$ cat src/rtl/function_codes.sv
// -----------------------------------------------------------------------------
// function_codes
//   Shared RV32I encoding vocabulary for the decode and encode paths.
//   - req_kind_t          : request class accepted by the instruction encoder
//   - op_funct7_func3_t   : {funct7, funct3} of the register-register ALU ops
//   - op_imm_func3_t      : funct3 of the register-immediate ALU ops
//   - branch_func3_t      : funct3 of the conditional branches
//   - OPC_* constants     : 7-bit major opcodes
//   - helper functions    : legality checks used by the field packer
// -----------------------------------------------------------------------------
package function_codes;

  // Request class. KIND_RSVD is never legal; it exists so the full 2-bit
  // space has a name.
  typedef enum logic [1:0] {
    KIND_OP     = 2'd0,
    KIND_OP_IMM = 2'd1,
    KIND_BRANCH = 2'd2,
    KIND_RSVD   = 2'd3
  } req_kind_t;

  // Register-register ops, encoded as {funct7, funct3}.
  typedef enum logic [9:0] {
    OP_ADD  = 10'h000,
    OP_SLL  = 10'h001,
    OP_SLT  = 10'h002,
    OP_SLTU = 10'h003,
    OP_XOR  = 10'h004,
    OP_SRL  = 10'h005,
    OP_OR   = 10'h006,
    OP_AND  = 10'h007,
    OP_SUB  = 10'h100,
    OP_SRA  = 10'h105
  } op_funct7_func3_t;

  // Register-immediate ops. SRLI and SRAI share funct3; the request picks
  // between them with a separate select bit.
  typedef enum logic [2:0] {
    IMM_ADDI      = 3'b000,
    IMM_SLLI      = 3'b001,
    IMM_SLTI      = 3'b010,
    IMM_SLTIU     = 3'b011,
    IMM_XORI      = 3'b100,
    IMM_SRLI_SRAI = 3'b101,
    IMM_ORI       = 3'b110,
    IMM_ANDI      = 3'b111
  } op_imm_func3_t;

  // Conditional branches. 3'b010 and 3'b011 are unassigned.
  typedef enum logic [2:0] {
    BR_BEQ  = 3'b000,
    BR_BNE  = 3'b001,
    BR_BLT  = 3'b100,
    BR_BGE  = 3'b101,
    BR_BLTU = 3'b110,
    BR_BGEU = 3'b111
  } branch_func3_t;

  localparam logic [6:0] OPC_OP     = 7'b0110011;
  localparam logic [6:0] OPC_OP_IMM = 7'b0010011;
  localparam logic [6:0] OPC_BRANCH = 7'b1100011;

  // Upper seven bits of a shift-immediate word.
  localparam logic [6:0] FUNCT7_BASE = 7'b0000000;
  localparam logic [6:0] FUNCT7_ALT  = 7'b0100000;

  // Position of the SRAI select bit inside req_funct.
  localparam int unsigned SRA_SEL_BIT = 32'd3;

  // True when the 13-bit signed value fits a 12-bit signed field
  // (-2048..2047): the top two bits must agree.
  function automatic logic fits_simm12(input logic [12:0] imm);
    fits_simm12 = (imm[12] == imm[11]);
  endfunction

  // True when the 13-bit value is a legal shift amount (0..31).
  function automatic logic fits_uimm5(input logic [12:0] imm);
    fits_uimm5 = (imm[12:5] == 8'd0);
  endfunction

  // True for every {funct7, funct3} pair listed in op_funct7_func3_t.
  function automatic logic op_funct_legal(input logic [9:0] funct);
    case (funct)
      OP_ADD, OP_SLL, OP_SLT, OP_SLTU, OP_XOR,
      OP_SRL, OP_OR, OP_AND, OP_SUB, OP_SRA: op_funct_legal = 1'b1;
      default:                               op_funct_legal = 1'b0;
    endcase
  endfunction

  // True for every assigned branch funct3.
  function automatic logic branch_f3_legal(input logic [2:0] f3);
    case (f3)
      BR_BEQ, BR_BNE, BR_BLT,
      BR_BGE, BR_BLTU, BR_BGEU: branch_f3_legal = 1'b1;
      default:                  branch_f3_legal = 1'b0;
    endcase
  endfunction

  // True for the two funct3 codes that take a shift amount instead of
  // a full immediate.
  function automatic logic is_shift_f3(input logic [2:0] f3);
    case (f3)
      IMM_SLLI, IMM_SRLI_SRAI: is_shift_f3 = 1'b1;
      default:                 is_shift_f3 = 1'b0;
    endcase
  endfunction

endpackage : function_codes

$ cat src/rtl/instr_field_pack.sv
// -----------------------------------------------------------------------------
// instr_field_pack
//   Purely combinational: turns one symbolic request into a 32-bit RV32I
//   word and flags requests that have no legal encoding.
//
//   kind_i    in  2   request class (req_kind_t)
//   funct_i   in  10  function code; meaning depends on kind_i
//   rd_i      in  5   destination register
//   rs1_i     in  5   first source register
//   rs2_i     in  5   second source register
//   imm_i     in  13  signed immediate
//   word_o    out 32  packed instruction (don't-care when illegal_o)
//   illegal_o out 1   request cannot be encoded
// -----------------------------------------------------------------------------
module instr_field_pack
  import function_codes::*;
(
  input  req_kind_t   kind_i,
  input  logic [9:0]  funct_i,
  input  logic [4:0]  rd_i,
  input  logic [4:0]  rs1_i,
  input  logic [4:0]  rs2_i,
  input  logic [12:0] imm_i,
  output logic [31:0] word_o,
  output logic        illegal_o
);

  logic [2:0] f3;
  logic       sra_sel;
  logic [6:0] shift_f7;

  assign f3       = funct_i[2:0];
  assign sra_sel  = funct_i[SRA_SEL_BIT];
  // The select bit only means SRAI under the SRLI_SRAI funct3.
  assign shift_f7 = ((f3 == IMM_SRLI_SRAI) && sra_sel) ? FUNCT7_ALT : FUNCT7_BASE;

  // Field packing and legality for each request class.
  always_comb begin
    word_o    = 32'd0;
    illegal_o = 1'b0;
    case (kind_i)
      KIND_OP: begin
        word_o    = {funct_i[9:3], rs2_i, rs1_i, funct_i[2:0], rd_i, OPC_OP};
        illegal_o = !op_funct_legal(funct_i);
      end
      KIND_OP_IMM: begin
        if (is_shift_f3(f3)) begin
          // Shift amount sits where rs2 would be; the SRAI marker rides in
          // the upper seven bits.
          word_o    = {shift_f7, imm_i[4:0], rs1_i, f3, rd_i, OPC_OP_IMM};
          illegal_o = !fits_uimm5(imm_i) || ((f3 == IMM_SLLI) && sra_sel);
        end else begin
          word_o    = {imm_i[11:0], rs1_i, f3, rd_i, OPC_OP_IMM};
          illegal_o = !fits_simm12(imm_i);
        end
      end
      KIND_BRANCH: begin
        // B-type scatters the even offset; bit 0 has no slot so it must be 0.
        word_o    = {imm_i[12], imm_i[10:5], rs2_i, rs1_i, f3,
                     imm_i[4:1], imm_i[11], OPC_BRANCH};
        illegal_o = !branch_f3_legal(f3) || imm_i[0];
      end
      KIND_RSVD: begin
        illegal_o = 1'b1;
      end
      default: begin
        illegal_o = 1'b1;
      end
    endcase
  end

endmodule : instr_field_pack

$ cat src/rtl/instr_encoder.sv
// -----------------------------------------------------------------------------
// instr_encoder
//   Streaming RV32I encoder. Accepts symbolic requests over valid/ready,
//   packs them into instruction words and writes them to consecutive
//   addresses of an instruction-memory write port.
//
//   Parameters
//     ADDR_WIDTH  imem word-address width; pointer wraps at 2**ADDR_WIDTH
//     BASE_ADDR   pointer value after reset
//
//   Ports
//     clk, rst              clock, synchronous active-high reset
//     req_valid/req_ready   request handshake
//     req_kind, req_funct   request class and function code
//     req_rd/rs1/rs2        register indices
//     req_imm               13-bit signed immediate
//     mem_we/addr/wdata     imem write port (mem_we = output stage valid)
//     mem_ready             imem accepts the write this edge
//     err                   sticky illegal-request flag
//     count                 words written since reset, saturating
// -----------------------------------------------------------------------------
module instr_encoder
  import function_codes::*;
#(
  parameter int unsigned ADDR_WIDTH = 32'd8,
  parameter int unsigned BASE_ADDR  = 32'd0
) (
  input  logic                  clk,
  input  logic                  rst,
  input  logic                  req_valid,
  output logic                  req_ready,
  input  req_kind_t             req_kind,
  input  logic [9:0]            req_funct,
  input  logic [4:0]            req_rd,
  input  logic [4:0]            req_rs1,
  input  logic [4:0]            req_rs2,
  input  logic [12:0]           req_imm,
  output logic                  mem_we,
  output logic [ADDR_WIDTH-1:0] mem_addr,
  output logic [31:0]           mem_wdata,
  input  logic                  mem_ready,
  output logic                  err,
  output logic [ADDR_WIDTH:0]   count
);

  localparam logic [ADDR_WIDTH-1:0] PTR_RESET = ADDR_WIDTH'(BASE_ADDR);
  localparam logic [ADDR_WIDTH-1:0] PTR_ONE   = ADDR_WIDTH'(32'd1);
  localparam logic [ADDR_WIDTH:0]   CNT_ONE   = (ADDR_WIDTH + 1)'(32'd1);
  localparam logic [ADDR_WIDTH:0]   CNT_MAX   = '1;

  logic                  out_valid_q, out_valid_d;
  logic [31:0]           word_q,      word_d;
  logic [ADDR_WIDTH-1:0] ptr_q,       ptr_d;
  logic [ADDR_WIDTH:0]   count_q,     count_d;
  logic                  err_q,       err_d;

  logic        accept;
  logic        drain;
  logic [31:0] pack_word;
  logic        pack_illegal;

  instr_field_pack u_pack (
    .kind_i    (req_kind),
    .funct_i   (req_funct),
    .rd_i      (req_rd),
    .rs1_i     (req_rs1),
    .rs2_i     (req_rs2),
    .imm_i     (req_imm),
    .word_o    (pack_word),
    .illegal_o (pack_illegal)
  );

  // Ready depends only on the output stage and the memory, never on
  // req_valid, so a drain and a new accept can share one edge.
  assign req_ready = !out_valid_q || mem_ready;
  assign accept    = req_valid && req_ready;
  assign drain     = out_valid_q && mem_ready;

  // Next state: drain first, then a possible reload on the same edge.
  always_comb begin
    out_valid_d = out_valid_q;
    word_d      = word_q;
    ptr_d       = ptr_q;
    count_d     = count_q;
    err_d       = err_q;

    if (drain) begin
      out_valid_d = 1'b0;
      ptr_d       = ptr_q + PTR_ONE;
      if (count_q != CNT_MAX) begin
        count_d = count_q + CNT_ONE;
      end else begin
        count_d = count_q;
      end
    end else begin
      out_valid_d = out_valid_q;
    end

    // An accept implies the stage is empty or draining now, so an illegal
    // request leaves it empty without needing an explicit clear here.
    if (accept) begin
      if (pack_illegal) begin
        err_d = 1'b1;
      end else begin
        out_valid_d = 1'b1;
        word_d      = pack_word;
      end
    end else begin
      err_d = err_q;
    end
  end

  // State registers with synchronous reset; inputs are ignored while rst.
  always_ff @(posedge clk) begin
    if (rst) begin
      out_valid_q <= 1'b0;
      word_q      <= 32'd0;
      ptr_q       <= PTR_RESET;
      count_q     <= '0;
      err_q       <= 1'b0;
    end else begin
      out_valid_q <= out_valid_d;
      word_q      <= word_d;
      ptr_q       <= ptr_d;
      count_q     <= count_d;
      err_q       <= err_d;
    end
  end

  assign mem_we    = out_valid_q;
  assign mem_addr  = ptr_q;
  assign mem_wdata = word_q;
  assign err       = err_q;
  assign count     = count_q;

endmodule : instr_encoder
$ cat config.mk
export PLATFORM = sky130hd
export DESIGN_NAME = instr_encoder
export DESIGN_NICKNAME = d
export VERILOG_FILES = /design/src/rtl/function_codes.sv /design/src/rtl/instr_field_pack.sv /design/src/rtl/instr_encoder.sv
export SDC_FILE = /design/constraint.sdc
export NUM_CORES = 1
export LEC_CHECK = 0
export CAP_MARGIN = 20
export CORE_AREA = 2 2 76 78
export DETAILED_ROUTE_END_ITERATION = 16
export DIE_AREA = 0 0 78 80
export GPL_ROUTABILITY_DRIVEN = 0
export PLACE_DENSITY = 0.83
export SLEW_MARGIN = 20
export SYNTH_ARGS = -nofsm -noshare
export SYNTH_HDL_FRONTEND = slang
export SYNTH_SLANG_ARGS = --single-unit
$ cat constraint.sdc
create_clock -name clk -period 4.25 [get_ports clk]
set_input_delay 0.85 -clock clk [delete_from_list [all_inputs] [get_ports clk]]
set_output_delay 0.85 -clock clk [all_outputs]
set_load 0.01 [all_outputs]
==> results of run 1 <==
[per-layer routing]
metal,GRT usage,wire (um)
met5,0,0
met4,0.07368,87
met3,0.05882,545
met2,0.3181,2717
met1,0.2762,2923
[cell type report]
class,count,area (um^2)
Fill cell,467,1946
Multi-Input combinational cell,192,1355
Sequential cell,48,960.9
Timing Repair Buffer,95,940.9
Tap cell,72,90.09
Clock buffer,7,86.33
Inverter,5,18.77
Clock inverter,1,7.507
[where the power goes]
part | switching (mW) | total [mW] | internal, mW | leakage (nW)
logic | 0.0803 | 0.176 | 0.0952 | 0.835
clock network | 0.150 | 0.282 | 0.132 | 0.0445
registers | 0.0101 | 0.475 | 0.465 | 0.389
total | 0.240 | 0.933 | 0.693 | 1.27
[placed cells by master, fill, tap and decap left out, types with 5 or more instances in the layout]
cell type        synthesis  layout
a211oi_2                11      11
a21oi_1                 22      22
clkbuf_8                 0       6
clkdlybuf4s50_1          0      92
dfxtp_1                 48      48
inv_1                    5       5
mux2i_1                  8       8
nand2_1                  8       8
nand3_1                 18      18
nand4_1                  5       5
nor2_1                  21      21
nor2b_1                 12      12
nor3_2                  10      10
o211a_1                  5       5
o21ai_0                 10      10
o221ai_1                 5       5
xor2_1                  10      10
[cell families (layout without fill, tap and decap cells)]
kind of cell,count (synthesis),count (layout),share of synthesized area
AOI/OAI and AO/OA,68,68,0.2146
xor gates and xnor gates,13,13,0.04605
adders and majority gates,4,4,0.02024
buffers and inverters,29,108,0.06478
DFF,48,48,0.3887
muxes,8,8,0.03239
other,1,2,0.001517
and+or+nand+nor,97,97,0.2318
[cells in the mapped netlist (2+ instances only)]
cell type / instances / area [um^2]
buf_4: 8 / 60.06
xnor2_1: 3 / 26.28
mux2i_1: 8 / 80.08
o21ai_0: 10 / 50.05
inv_1: 5 / 18.77
nor2b_1: 12 / 75.07
a31oi_1: 2 / 12.51
xor2_1: 10 / 87.58
nand2_1: 8 / 30.03
dfxtp_1: 48 / 960.9
buf_2: 4 / 20.02
a311oi_1: 2 / 17.52
nand2b_1: 4 / 25.02
a21o_1: 2 / 15.01
and3_1: 3 / 18.77
and2b_1: 2 / 15.01
ha_1: 4 / 50.05
o221ai_1: 5 / 43.79
clkbuf_1: 8 / 30.03
a211oi_2: 11 / 137.6
buf_6: 2 / 22.52
nand3_1: 18 / 90.09
a21oi_1: 22 / 110.1
or3_1: 2 / 12.51
nor2_1: 21 / 78.83
nor3_2: 10 / 100.1
o211a_1: 5 / 50.05
nor3_1: 4 / 20.02
nand4_1: 5 / 31.28
[registers in the layout, summed over array words and instances (netlist names)]
name and cells:
mem_we 1, mem_addr 8, count 9, mem_wdata 29, err 1
[path summary, 6_finish.rpt]
path / cells after the start / endpoint / slack (ns) / startpoint
max: 7 / mem_wdata[7] / 1.10 / req_kind[1]
max reg2reg: 8 / count[7] / 2.15 / count[0]
min: 2 / mem_wdata[15] / 0.47 / mem_wdata[15]
min reg2reg: 2 / mem_wdata[15] / 0.47 / mem_wdata[15]
[critical path: stages]
cell and delay (ns):
clkdlybuf4s50_1 0.88, nor3b_2 0.32, and4_4 0.28, a41o_1 0.44, buf_4 0.32, nor3_1 0.07
a211oi_1 0.20
[through the flow]
step,worst slack (ns),std cells,power (mW),hold slack [ns]
finish,1.095,420,0.9327,0.4746
global route,0.9257,420,0.9756,0.4997
CTS,1.144,420,0.9400,0.4760
detailed placement,0.8151,412,0.6600,0.4644
global placement,0.9108,412,0.6581,0.4590
floorplan,2.091,269,0.5728,0.4881
==> impl_metrics.json, run 1 <==
{
  "fin_setup_tns_ns": 0,
  "start_kind": "input port",
  "cts-buffers-inserted": 5,
  "p_per_area_mw_per_mm2": 269.6,
  "fin_skew_ns": 0.008439,
  "status": "finished clean",
  "vias": 2315,
  "area_growth_pct": 39.93,
  "fmaxAchievable_mhz": 317.0,
  "synthFlopType": "dfxtp_1",
  "postLayoutCellArea_mm2": 0.003460,
  "worstSetupPathType": "in2reg",
  "vias_per_cell": 5.512,
  "synth_edf_count": 0,
  "synthArstFlopShare": 0,
  "fin_crit_sh": 0.7423,
  "setup-violations-final": 0,
  "ys_types": 49,
  "port_buffers": 93,
  "finalWirelength_um": 6274,
  "cts_tree": "done",
  "cts_max_level": 2,
  "postCtsHoldBufs": 0,
  "cellLeakagePower_nw": 1.269,
  "antenna_cells": 0,
  "die_x_um": 78,
  "end_kind": "flop",
  "worst_slew_pin_slew_ns": 0.8783,
  "cp.required_ns": 4.46,
  "fin_nets": 395,
  "dieArea_mm2": 0.006240,
  "drt-initial-drc-count": 107,
  "cts_resized": 0,
  "syn_inst": 268,
  "grt_max_degree": 44,
  "ant_nets": 0,
  "timing.slew.headroom": 0.4145,
  "drv_slew": 0,
  "insertion_delay_ns": 0.30,
  "rows": 27,
  "core-area_mm2": 0.005405,
  "syn_avg_cell_area_um2": 9.225,
  "grt_pass1_vias": 2152,
  "rsz0062_at_grt": "false",
  "fp.dieH_um": 80,
  "synth_warnings": 0,
  "placed_cell_area_mm2": 0.003366,
  "final_util": 0.6400,
  "maxCapViolCount": 0,
  "ctsLongestPathBuffers": 2,
  "synth.ff_latch_count": 48,
  "worstPathMaxFanout": 16,
  "drive_above_1_share": 0.1092,
  "drc": 0,
  "min_period_ns": 3.155,
  "syn-cell-area_mm2": 0.002472,
  "grt_pass1_wl_um": 10360,
  "cts.reportedPaths.clkPinSlew_ns": 0.08,
  "drt_pass1_iterations": 4,
  "hold_class": "reg2reg",
  "ys_seq_area_frac": 0.3887,
  "globalRouteOverflowTotal": 0,
  "ios": 96,
  "post_cts_buffers": 0,
  "dp_hpwl_um": 4433,
  "grt_usage": 0.2066,
  "antenna_found_initial": 0,
  "root_buffer": "clkbuf_8",
  "clkSinkCount": 48,
  "ir_drop_uv": 196.4,
  "avgRoutedWirePerCell_um": 14.94,
  "arrival_ns": 3.37,
  "start_util": 0.4574,
  "final_hold_viol_count": 0
}
Power figures use the tool's default switching activity.
==> run 2: changes to the inputs <==
CORE_AREA = 2 2 82 84   (was 2 2 76 78)
DIE_AREA = 0 0 84 86   (was 0 0 78 80)
PLACE_DENSITY = 0.76   (was 0.83)
clock period = 2.7 ns   (was 4.25 ns; I/O delays follow)
==> impl_metrics.json, run 2 (synthesis results as in run 1) <==
{
  "vias": 2324,
  "rows": 29,
  "min_period_ns": 2.245,
  "cts_tree": "done",
  "finalWirelength_um": 6783,
  "hold_path.startpoint": "mem_wdata[19]",
  "ant_nets": 0,
  "min_to": "mem_wdata[19]",
  "port_buffers": 93,
  "setup-violations-final": 0,
  "start_kind": "input port",
  "cellLeakagePower_nw": 1.321,
  "drt_pass1_iterations": 4,
  "combinationalPowerShare": 0.196,
  "dp_hpwl_um": 4850,
  "antenna_cells": 0,
  "area_growth_pct": 43.57,
  "r2r-end": "count[5]",
  "worstPathMaxFanout": 2,
  "ir_drop_uv": 201.9,
  "rrSetupSlack_ns": 0.78,
  "cts_max_level": 2,
  "clkSinkCount": 48,
  "fin_hold_ws_ns": 0.4789,
  "fin_crit_sh": 0.8316,
  "final_hold_viol_count": 0,
  "fmaxAchievable_mhz": 445.4,
  "arrival_ns": 1.71,
  "fin_setup_tns_ns": 0,
  "final_cell_mix": "clkdlybuf4s50_1, dfxtp_1, a21oi_1",
  "rr_worst_depth": 8,
  "worstSetupPathType": "in2out",
  "switching_share": 0.2514,
  "hold-path-cell-count": 2,
  "ios": 96,
  "postCtsHoldBufs": 0,
  "p_per_area_mw_per_mm2": 413.6,
  "cts.reportedPaths.clkPinSlew_ns": 0.08,
  "root_buffer": "clkbuf_8",
  "drv_slew": 0,
  "reg2reg_from": "count[0]",
  "fp.dieH_um": 86,
  "drive_above_1_share": 0.1313,
  "start_util": 0.3939,
  "intPower_mw": 1.099,
  "globalRouteOverflowTotal": 0,
  "seqPwrFrac": 0.510,
  "drt-initial-drc-count": 71,
  "clockPowerShare": 0.295,
  "avgRoutedWirePerCell_um": 15.59,
  "cts_resized": 0,
  "die_x_um": 84,
  "drc": 0,
  "maxCapViolCount": 0,
  "grt_usage": 0.1812,
  "ctsLongestPathBuffers": 2,
  "cts-buffers-inserted": 5,
  "hold_class": "reg2reg",
  "vias_per_cell": 5.343,
  "insertion_delay_ns": 0.29,
  "nFillCells": 589,
  "core-area_mm2": 0.006277,
  "end_kind": "output pin",
  "fin_nets": 405,
  "cp.required_ns": 2.16,
  "rsz0062_at_grt": "false",
  "largest_reg_flops": 29,
  "fin_skew_ns": 0.005855,
  "grt_pass1_vias": 2201,
  "grt_max_degree": 28,
  "dieArea_mm2": 0.007224,
  "final_common_cell": "clkdlybuf4s50_1",
  "antenna_found_initial": 0,
  "p_switching_uw": 369.1,
  "status": "finished clean",
  "post_cts_buffers": 0,
  "grt_pass1_wl_um": 10750
}
[run 2: cell count changes in the layout (fill, tap and decap cells not counted), sizes merged]
cell,previous run,this run
buf,3,13
clkbuf,7,8
clkinvlp,1,0
[run 2: worst max path at each step]
stage	start	depth (start not counted)	slack, ns	to
after CTS	mem_ready	3	0.47	req_ready
final	mem_ready	3	0.45	req_ready
after floorplan	count[0]	9	0.84	count[5]
after detailed placement	req_imm[11]	9	0.22	mem_wdata[25]
after global placement	req_imm[11]	9	0.28	mem_wdata[6]
after global routing	req_imm[11]	9	0.43	mem_wdata[26]
[run 2: power groups by stage]
stage | Combinational [mW] | Clock, mW | Sequential (mW)
after floorplan | 0.128 | 0 | 0.774
after global placement | 0.283 | 0 | 0.765
after detailed placement | 0.287 | 0 | 0.765
after CTS | 0.288 | 0.452 | 0.748
after global routing | 0.309 | 0.480 | 0.752
final | 0.288 | 0.432 | 0.748
[run 2: per-stage QoR]
step	area [um^2]	std cells	power [mW]	worst slack, ns	utilization
floorplan	2476	269	0.9016	0.8355	-
global placement	3460	427	1.048	0.2820	0.5511
detailed placement	3460	427	1.051	0.2165	0.5511
CTS	3550	435	1.489	0.4665	0.5655
global route	3550	435	1.540	0.4262	0.5655
finish	3550	435	1.468	0.4547	0.5655
[run 2: worst max-delay path, stage by stage]
cell             delay [ns]
clkdlybuf4s50_1        0.46
nand2b_1               0.15
clkdlybuf4s50_1        0.55
[run 2: metal layers]
layer / track usage / vias up / share of wire
met1: 0.2262 / 1093 / 0.44
met3: 0.05582 / 7 / 0.074
li1: - / 1134 / -
met4: 0.04399 / 0 / 0.0090
met5: 0 / - / 0
met2: 0.3076 / 90 / 0.47
[run 2: final cells by class]
type,instances,area [um^2],share of cell area
Sequential cell,48,960.9,0.2707
Timing Repair Buffer,105,1028,0.2897
Clock buffer,8,90.09,0.02538
Multi-Input combinational cell,192,1355,0.3817
Tap cell,77,96.34,0.02714
Inverter,5,18.77,0.005287
==> run 3: changes to the inputs <==
CORE_AREA = 2 2 78 80   (was 2 2 82 84)
DIE_AREA = 0 0 80 82   (was 0 0 84 86)
PLACE_DENSITY = 0.8   (was 0.76)
clock period = 2.2 ns   (was 2.7 ns; I/O delays follow)
==> impl_metrics.json, run 3 (synthesis results as in run 1) <==
{
  "final_common_cell": "clkdlybuf4s50_1",
  "grt_usage": 0.2099,
  "drt-initial-drc-count": 70,
  "cp_common_cell": "clkdlybuf4s50_1",
  "p_per_area_mw_per_mm2": 489.1,
  "fin_crit_sh": 0.9680,
  "dp_hpwl_um": 5122,
  "finalWirelength_um": 6794,
  "antenna_found_initial": 0,
  "path_delay_family": "buffers and inverters",
  "fin_skew_ns": 0.004663,
  "avgRoutedWirePerCell_um": 15.20,
  "combinationalPowerShare": 0.208,
  "area_growth_pct": 47.42,
  "power.total_mw": 1.783,
  "path_buf_inv": 2,
  "rows": 28,
  "die_x_um": 80,
  "path_cells": "clkdlybuf4s50_1 -> nand2b_2 -> clkdlybuf4s50_1",
  "clockPowerShare": 0.277,
  "grt_max_degree": 23,
  "ir_drop_uv": 394.7,
  "cp_slowest_stage_delay_ns": 0.57,
  "drc": 0,
  "ant_nets": 0,
  "setup-violations-final": 0,
  "layout_setup_ws_ns": 0.07048,
  "grt_pass1_vias": 2336,
  "worstSetupPathType": "in2out",
  "antenna_cells": 0,
  "core-area_mm2": 0.005746,
  "placed_cell_area_mm2": 0.003557,
  "maxCapViolCount": 0,
  "vias": 2379,
  "p_switching_uw": 461.2,
  "cts_max_level": 2,
  "pre_cts_ws_ns": -0.2004,
  "cp.required_ns": 1.76,
  "switching_share": 0.2587,
  "cts_tree": "done",
  "hold_class": "reg2reg",
  "fin_nets": 420,
  "rsz0062_at_grt": "false",
  "seqPwrFrac": 0.515,
  "start_kind": "input port",
  "final_hold_viol_count": 0,
  "worst_path_max_delay_cell": "clkdlybuf4s50_1",
  "dieArea_mm2": 0.006560,
  "ios": 96,
  "drv_slew": 0,
  "grt_pass1_wl_um": 10980,
  "largest_reg_flops": 29,
  "min_period_ns": 2.130,
  "cellLeakagePower_nw": 1.389,
  "port_buffers": 93,
  "root_buffer": "clkbuf_8",
  "cts.reportedPaths.clkPinSlew_ns": 0.08,
  "cts-buffers-inserted": 5,
  "fp.dieH_um": 82,
  "status": "finished clean",
  "fin_hold_ws_ns": 0.4700,
  "end_kind": "output pin",
  "globalRouteOverflowTotal": 0,
  "worstPathMaxFanout": 6,
  "drt_pass1_iterations": 4,
  "insertion_delay_ns": 0.29,
  "postCtsHoldBufs": 0,
  "ctsLongestPathBuffers": 2,
  "final_cell_mix": "clkdlybuf4s50_1, dfxtp_1, buf_4",
  "intPower_mw": 1.321,
  "arrival_ns": 1.69,
  "vias_per_cell": 5.322,
  "postLayoutCellArea_mm2": 0.003645,
  "start_util": 0.4303,
  "clkSinkCount": 48,
  "fmaxAchievable_mhz": 469.6,
  "drive_above_1_share": 0.1720,
  "fin_setup_tns_ns": 0
}
==> run 3: changes by cell type in the layout (fill, tap and decap cells not counted) <==
| cell | delta |
|---|---|
| buf_12 | -1 |
| buf_4 | +15 |
| buf_6 | +1 |
| clkbuf_1 | -2 |
| clkbuf_8 | -1 |
| clkinv_2 | +1 |
| clkinvlp_4 | +1 |
| nand2b_1 | -1 |
| nand2b_2 | +1 |
==> run 3: power groups by stage <==
stage / sequential [mW] / clock (mW) / combinational, mW
floorplan: 0.950 / 0 / 0.157
detailed placement: 0.939 / 0 / 0.368
CTS: 0.918 / 0.513 / 0.371
global route: 0.922 / 0.546 / 0.399
finish: 0.919 / 0.494 / 0.370
global placement: 0.938 / 0 / 0.363
==> run 3: stage by stage <==
step / utilization / cells
CTS: 0.6333 / 447
finish: 0.6344 / 447
global route: 0.6344 / 447
global placement: 0.6191 / 440
detailed placement: 0.6191 / 440
floorplan: - / 269
==> run 3: repair_timing <==
action,CTS,global route
buffers inserted,0,0
setup endpoints to repair,0,2
gates resized for setup,0,2
hold endpoints to repair,0,0
==> run 3: cell type report <==
cell class,instances,area [um^2]
Clock inverter,2,12.51
Fill cell,506,2101
Clock buffer,5,68.82
Sequential cell,48,960.9
Inverter,5,18.77
Timing Repair Buffer,120,1132
Multi-Input combinational cell,192,1358
Tap cell,75,93.84
==> run 3: worst paths after layout <==
| check | depth (start not counted) | end | start | slack, ns |
|---|---|---|---|---|
| hold / removal | 2 | mem_wdata[18] | mem_wdata[18] | 0.47 |
| hold reg to reg | 2 | mem_wdata[18] | mem_wdata[18] | 0.47 |
| setup / recovery | 3 | req_ready | mem_ready | 0.07 |
| setup reg to reg | 8 | count[5] | count[0] | 0.28 |
==> run 3: routing by layer <==
metal  wire (um)  GRT usage  up-vias
li1            -          -     1167
met1        2953     0.2652     1119
met2        3247     0.3675       89
met3         558    0.05275        4
met4          34    0.03559        0
met5           0          0        -
==> run 3: worst register-to-register path: cells and delay by family, from the launching register on <==
| kind | cells | cell delay, ns |
|---|---|---|
| AND/OR/NAND/NOR | 5 | 0.92 |
| adder cells (fa/ha/maj) | 2 | 0.41 |
| flip-flops | 1 | 0.36 |
| AO/OA/AOI/OAI | 1 | 0.14 |
